`config.mk`:
```
export PLATFORM = sky130hd
export DESIGN_NAME = fetch_issue_unit
export DESIGN_NICKNAME = d
export VERILOG_FILES = /design/src/rtl/fetch_issue_unit_pkg.sv /design/src/rtl/fetch_issue_unit_fifo.sv /design/src/rtl/fetch_issue_unit.sv
export SDC_FILE = /design/constraint.sdc
export NUM_CORES = 2
export LEC_CHECK = 0
export CAP_MARGIN = 20
export CORE_MARGIN = 3
export CORE_UTILIZATION = 25
export CTS_CLUSTER_SIZE = 12
export DETAILED_ROUTE_END_ITERATION = 10
export GPL_ROUTABILITY_DRIVEN = 0
export PLACE_DENSITY_LB_ADDON = 0.25
export SKIP_CTS_REPAIR_TIMING = 1
export SLEW_MARGIN = 20
export SYNTH_ARGS = -nofsm -noshare
export SYNTH_HDL_FRONTEND = slang
export SYNTH_SLANG_ARGS = --single-unit
```
`constraint.sdc`:
```
create_clock -name clock_i -period 11.15 [get_ports clock_i]
set_input_delay 2.7875 -clock clock_i [delete_from_list [all_inputs] [get_ports clock_i]]
set_output_delay 2.7875 -clock clock_i [all_outputs]
set_load 0.02 [all_outputs]
```
`src/rtl/fetch_issue_unit_pkg.sv`:
```
// Shared widths, fetch-block slot layout and the buffered instruction record
// for the fetch-to-decode issue path.
package fetch_issue_unit_pkg;

  localparam int addressWidth            = 64;
  localparam int instructionWidth        = 32;
  localparam int PidSize                 = 20;
  localparam int TidSize                 = 16;
  localparam int instructionCounterWidth = 64;
  localparam int defaultFifoDepth        = 8;
  localparam int fetchBlockWidth         = 2 * instructionWidth;

  typedef struct packed {
    logic [instructionWidth-1:0] instruction;
    logic [addressWidth-1:0]     address;
    logic                        is64Bit;
    logic [PidSize-1:0]          pid;
    logic [TidSize-1:0]          tid;
  } issueEntry_t;

  // Slot numbering is big-endian: slot0 occupies the most significant word.
  function automatic logic [instructionWidth-1:0] slotWord(
    input logic [fetchBlockWidth-1:0] block,
    input logic                       slot
  );
    return slot ? block[instructionWidth-1:0]
                : block[fetchBlockWidth-1:instructionWidth];
  endfunction

endpackage

```
`src/rtl/fetch_issue_unit_fifo.sv`:
```
// Dual-push / single-pop instruction FIFO with flush and a registered
// almost-full flag (fewer than two free entries after this cycle's update).
module issue_fifo
  import fetch_issue_unit_pkg::*;
#(
  parameter int depth = defaultFifoDepth
) (
  input  logic        clock_i,
  input  logic        reset_i,
  input  logic        flush_i,
  input  logic [1:0]  pushCount,
  input  issueEntry_t pushEntry0,
  input  issueEntry_t pushEntry1,
  input  logic        pop,
  output issueEntry_t headEntry,
  output logic        empty,
  output logic        almostFull
);

  localparam int ptrW = $clog2(depth);
  localparam int cntW = ptrW + 1;

  issueEntry_t            mem [depth];
  logic [ptrW-1:0]        head;
  logic [ptrW-1:0]        tail;
  logic [cntW-1:0]        count;
  logic [cntW-1:0]        countNext;

  assign countNext = count + cntW'(pushCount) - cntW'(pop);
  assign empty     = (count == '0);
  assign headEntry = mem[head];

  always_ff @(posedge clock_i or negedge reset_i) begin
    if (!reset_i) begin
      head       <= '0;
      tail       <= '0;
      count      <= '0;
      almostFull <= 1'b1;
    end else if (flush_i) begin
      head       <= '0;
      tail       <= '0;
      count      <= '0;
      almostFull <= 1'b0;
    end else begin
      head       <= head + ptrW'(pop);
      tail       <= tail + ptrW'(pushCount);
      count      <= countNext;
      almostFull <= (countNext > cntW'(depth - 2));
    end
  end

  // Storage is pure data; validity is tracked by the pointers alone.
  always_ff @(posedge clock_i) begin
    if (pushCount != 2'd0) mem[tail] <= pushEntry0;
    if (pushCount == 2'd2) mem[tail + ptrW'(1)] <= pushEntry1;
  end

endmodule

```
`src/rtl/fetch_issue_unit.sv`:
```
// Transmitter side of the decode instruction interface: expands fetch blocks,
// buffers them, stamps major IDs and holds the presented instruction on stall.
module fetch_issue_unit
  import fetch_issue_unit_pkg::*;
#(
  parameter int fifoDepth = defaultFifoDepth
) (
  input  logic                               clock_i,
  input  logic                               reset_i,
  input  logic                               flush_i,
  input  logic                               fetchValid_i,
  output logic                               fetchReady_o,
  input  logic [fetchBlockWidth-1:0]         fetchBlock_i,
  input  logic [1:0]                         fetchSlotValid_i,
  input  logic [addressWidth-1:0]            fetchAddress_i,
  input  logic                               fetchIs64Bit_i,
  input  logic [PidSize-1:0]                 fetchPid_i,
  input  logic [TidSize-1:0]                 fetchTid_i,
  input  logic                               stall_i,
  output logic                               enable_o,
  output logic [instructionWidth-1:0]        instruction_o,
  output logic [addressWidth-1:0]            instructionAddress_o,
  output logic                               is64Bit_o,
  output logic [PidSize-1:0]                 instructionPid_o,
  output logic [TidSize-1:0]                 instructionTid_o,
  output logic [instructionCounterWidth-1:0] instructionMajId_o
);

  logic [1:0]                         acceptedSlots;
  logic [1:0]                         pushCount;
  issueEntry_t                        slot0Entry;
  issueEntry_t                        slot1Entry;
  issueEntry_t                        pushEntry0;
  issueEntry_t                        headEntry;
  logic                               fifoEmpty;
  logic                               fifoAlmostFull;
  logic                               pop;
  logic [instructionCounterWidth-1:0] majIdCount;

  // A lone slot1 is compacted into the first push lane so the FIFO stays dense.
  always_comb begin
    acceptedSlots = (fetchValid_i && fetchReady_o && !flush_i) ? fetchSlotValid_i : 2'b00;
    pushCount     = {1'b0, acceptedSlots[0]} + {1'b0, acceptedSlots[1]};
    slot0Entry    = '{instruction: slotWord(fetchBlock_i, 1'b0),
                      address:     fetchAddress_i,
                      is64Bit:     fetchIs64Bit_i,
                      pid:         fetchPid_i,
                      tid:         fetchTid_i};
    slot1Entry    = '{instruction: slotWord(fetchBlock_i, 1'b1),
                      address:     fetchAddress_i + addressWidth'(4),
                      is64Bit:     fetchIs64Bit_i,
                      pid:         fetchPid_i,
                      tid:         fetchTid_i};
    pushEntry0    = acceptedSlots[0] ? slot0Entry : slot1Entry;
  end

  issue_fifo #(.depth(fifoDepth)) fifo (
    .clock_i    (clock_i),
    .reset_i    (reset_i),
    .flush_i    (flush_i),
    .pushCount  (pushCount),
    .pushEntry0 (pushEntry0),
    .pushEntry1 (slot1Entry),
    .pop        (pop),
    .headEntry  (headEntry),
    .empty      (fifoEmpty),
    .almostFull (fifoAlmostFull)
  );

  assign fetchReady_o = !fifoAlmostFull;
  assign pop          = !fifoEmpty && !flush_i && (!enable_o || !stall_i);

  always_ff @(posedge clock_i or negedge reset_i) begin
    if (!reset_i) begin
      enable_o             <= 1'b0;
      instruction_o        <= '0;
      instructionAddress_o <= '0;
      is64Bit_o            <= 1'b0;
      instructionPid_o     <= '0;
      instructionTid_o     <= '0;
      instructionMajId_o   <= '0;
    end else if (flush_i) begin
      enable_o <= 1'b0;
    end else if (pop) begin
      enable_o             <= 1'b1;
      instruction_o        <= headEntry.instruction;
      instructionAddress_o <= headEntry.address;
      is64Bit_o            <= headEntry.is64Bit;
      instructionPid_o     <= headEntry.pid;
      instructionTid_o     <= headEntry.tid;
      instructionMajId_o   <= majIdCount;
    end else if (!stall_i) begin
      enable_o <= 1'b0;
    end
  end

  // Never rewound on flush so IDs stay unique across redirects.
  always_ff @(posedge clock_i or negedge reset_i) begin
    if (!reset_i)  majIdCount <= '0;
    else if (pop)  majIdCount <= majIdCount + instructionCounterWidth'(1);
  end

endmodule
```
==> metrics.yaml <==
grt_setup_unrepaired: "no"
drt_iter0_drc: 3145
swShare_pct: 30.0
worstSetupStartpointType: "input port"
clk_latency_ns: 0.80
synth_top_area_cell: "edfxtp_1"
die_w_um: 505
dp.cells: 8042
hold_viol: 0
syn_nets: 4868
power.total_w: 0.0146
power_frac_seq_pct: 41.5
cp.required_ns: 11.57
clk_pin_slew_worst_paths_ns: 0.06
cts_tree: "done"
ys_seq_area_share_pct: 62.2
fin_area_mm2: 0.0745
power.switching_w: 0.00439
postRouteAntennaNets: 0
die-area_mm2: 0.255
grt_first_pass_wirelength_um: 292000
cts_sinks: 1337
wl_per_cell_um: 24.3
antenna_found_initial: 54
crit_path_max_incr_delay_ns: 0.80
yosys.area.top_type_share_pct: 51.2
clockBufferDepth: 3
synth_top_flop_cell: "edfxtp_1"
fin_nets: 5079
period_share_pct: 63.8
worst-path-buf-inv: 4
cts_made_buffers: 158
ys_ff_latch: 1337
clkPwrFrac_pct: 35.1
fmaxAchievable_ghz: 0.141
io_pins: 371
netlist_area_mm2: 0.0624
grt_max_degree: 166
outcome: "finished clean"
crit_type: "in2reg"
coreArea_mm2: 0.247
ys_top_cells_by_area: "edfxtp_1 51%, dfrtp_1 11%, mux4_2 9.6%"
postSynthAreaPerCell_um2: 13.3
drt-total-wl_um: 203000
synthArstFlopShare_pct: 20.4
synth.distinct_cells: 57
crit_chain: "clkdlybuf4s50_1, nor3b_1, nand2_1, clkinv_1, ha_1, nor3b_1, nand2_1, o31ai_4, buf_4, buf_4"
setup-violations-final: 0
post-route-util_pct: 30.2
dr.pass1.iters: 7
viasPerCell: 4.56
cp.arrival_ns: 7.53
fin_tns_setup_ns: 0
initial_utilization_pct: 25.2
vias: 38100
critPathMaxFanout: 32
fin_cells: 8354
rows: 182
htree_levels: 4
hold_class: "reg2reg"
power_density_mw_per_mm2: 196
hpwl_um: 119000
critPathSlowestCell: "nor3b_1"
fillers: 24600
drive_gt1_share_pct: 14.2
syn-instance-count: 4680
syn2layout_area_growth_pct: 19.6
clock-skew-final_ns: 0.0528
die_h_um: 505
path_delay_family: "buffers and inverters"
yosys_warnings: 0
min_period_ns: 7.12
synth_edf_count: 1064
portBuffers: 370
ir_drop_mv: 0.165
p_int_w: 0.0102
p_comb_share_pct: 23.4
cts_root_buffer: "clkbuf_16"
drv_cap: 0
tightest_slew_ns: 1.15
drc: 0
leakagePower_nw: 25.9
end_kind: "register"
slew_headroom_pct: 23.5
report.final.slew_viol_count: 0
placed_area_mm2: 0.0694
grt_pass1_vias: 38800
grt_overflow: 0
grt_util_all_layers_pct: 15.6
-- logic make-up (layout without fill, tap and decap cells) --
logic type / after synthesis / after routing / share of synthesized area (%)
mux: 464 / 464 / 12.9
other cells: 0 / 23 / 0
fa+ha+maj: 16 / 16 / 0.345
compound gates: 157 / 157 / 1.29
simple gates: 1741 / 1741 / 12.4
flops: 1337 / 1337 / 62.2
buf+inv: 408 / 747 / 3.03
xor+xnor: 557 / 557 / 7.85
-- worst paths after layout --
| path | start | to | slack, ns | cells past startpoint |
|---|---|---|---|---|
| min | majIdCount[63]$_DFFE_PN0P_ | majIdCount[63]$_DFFE_PN0P_ | 0.47 | 1 |
| min in group asynchronous | reset_i | instructionPid_o[7]$_DFFE_PN0P_ | 2.00 | 1 |
| max | fetchValid_i | fifo.mem[1][129]$_DFFE_PP_ | 4.03 | 10 |
| min reg2reg | majIdCount[63]$_DFFE_PN0P_ | majIdCount[63]$_DFFE_PN0P_ | 0.47 | 1 |
| max reg2reg | fifo.almostFull$_DFF_PN1_ | fifo.mem[1][129]$_DFFE_PP_ | 6.32 | 9 |
| max in group asynchronous | reset_i | instructionMajId_o[39]$_DFFE_PN0P_ | 7.33 | 3 |
-- cells in the mapped netlist (3+ instances only) --
cell,count
or2_2,3
buf_1,33
xor2_1,380
edfxtp_1,1064
nand2_1,975
nand4_2,3
nor3_1,143
nor2b_1,7
nor4_2,26
buf_2,133
clkbuf_2,4
mux2_2,65
nor3_2,18
nor3b_1,3
nand4_1,53
nor4_4,6
mux2i_1,133
o21ai_0,7
nor4_1,33
nand3_2,3
a21oi_1,142
and3b_1,3
nor2_1,363
ha_1,14
dfrtp_1,272
mux4_2,266
nand3_1,60
buf_4,47
inv_1,16
and4_1,8
xnor2_1,175
and2_1,4
and3_1,17
clkbuf_1,171
-- layer usage --
layer	routed length, um	share of wire [%]	global-route usage [%]
met5	193	0.095	0
met4	3410	1.7	2.95
met3	13700	6.7	3.77
met2	95900	47	25.5
met1	89800	44	21.2
-- stage by stage --
step                setup WS [ns]  hold WS [ns]
global placement             3.18         0.457
CTS                          4.03         0.468
global route                 3.81         0.496
floorplan                   -3.21         0.436
detailed placement           3.17         0.461
finish                       4.03         0.466
-- state kept, by name, summed over array words and instances (netlist names) --
signal                flops
fifo.head                 3
fifo.tail                 3
is64Bit_o                 1
fifo.count                4
fifo.mem               1064
instructionTid_o         16
enable_o                  1
instruction_o            32
instructionAddress_o     64
majIdCount               64
instructionMajId_o       64
instructionPid_o         20
fifo.almostFull           1
-- area by class of cell --
class	instances	area (um2)	area share, %
Clock inverter	63	759	1.02
Antenna cell	23	57.6	0.0772
Timing Repair Buffer	441	4420	5.93
Tap cell	3312	4140	5.56
Sequential cell	1337	38800	52.0
Multi-Input combinational cell	2935	22000	29.5
Clock buffer	225	4340	5.82
Inverter	18	67.6	0.0906
-- power by group through the flow --
| stage | Sequential (W) | Clock [W] | Combinational (W) |
|---|---|---|---|
| after global routing | 0.00612 | 0.00549 | 0.00371 |
| after CTS | 0.00609 | 0.00529 | 0.00351 |
| after floorplan | 0.00637 | 0 | 0.00185 |
| after global placement | 0.00618 | 0 | 0.00348 |
| final | 0.00607 | 0.00513 | 0.00342 |
| after detailed placement | 0.00618 | 0 | 0.00350 |
-- worst register-to-register path: stages (launching register included) --
cell and delay [ns]:
dfstp_2 0.37, nor3b_1 0.23, nand2_1 0.49, clkinv_1 0.59
ha_1 0.36, nor3b_1 0.80, nand2_1 0.30, o31ai_4 0.16
buf_4 0.51, buf_4 0.63
-- layout by cell type, fill, tap and decap left out, drive strengths merged, types with 14 or more instances in the layout --
cell,count
edfxtp,1064
nand2,975
xor2,381
clkdlybuf4s50,369
nor2,363
dfrtp,272
mux4,266
clkbuf,225
xnor2,176
nor3,161
a21oi,142
mux2i,133
buf,72
mux2,65
nand3,65
nor4,65
nand4,56
clkinv,46
inv,24
diode,23
and3,17
ha,14
No activity file was read; power rests on OpenSTA's default activity.
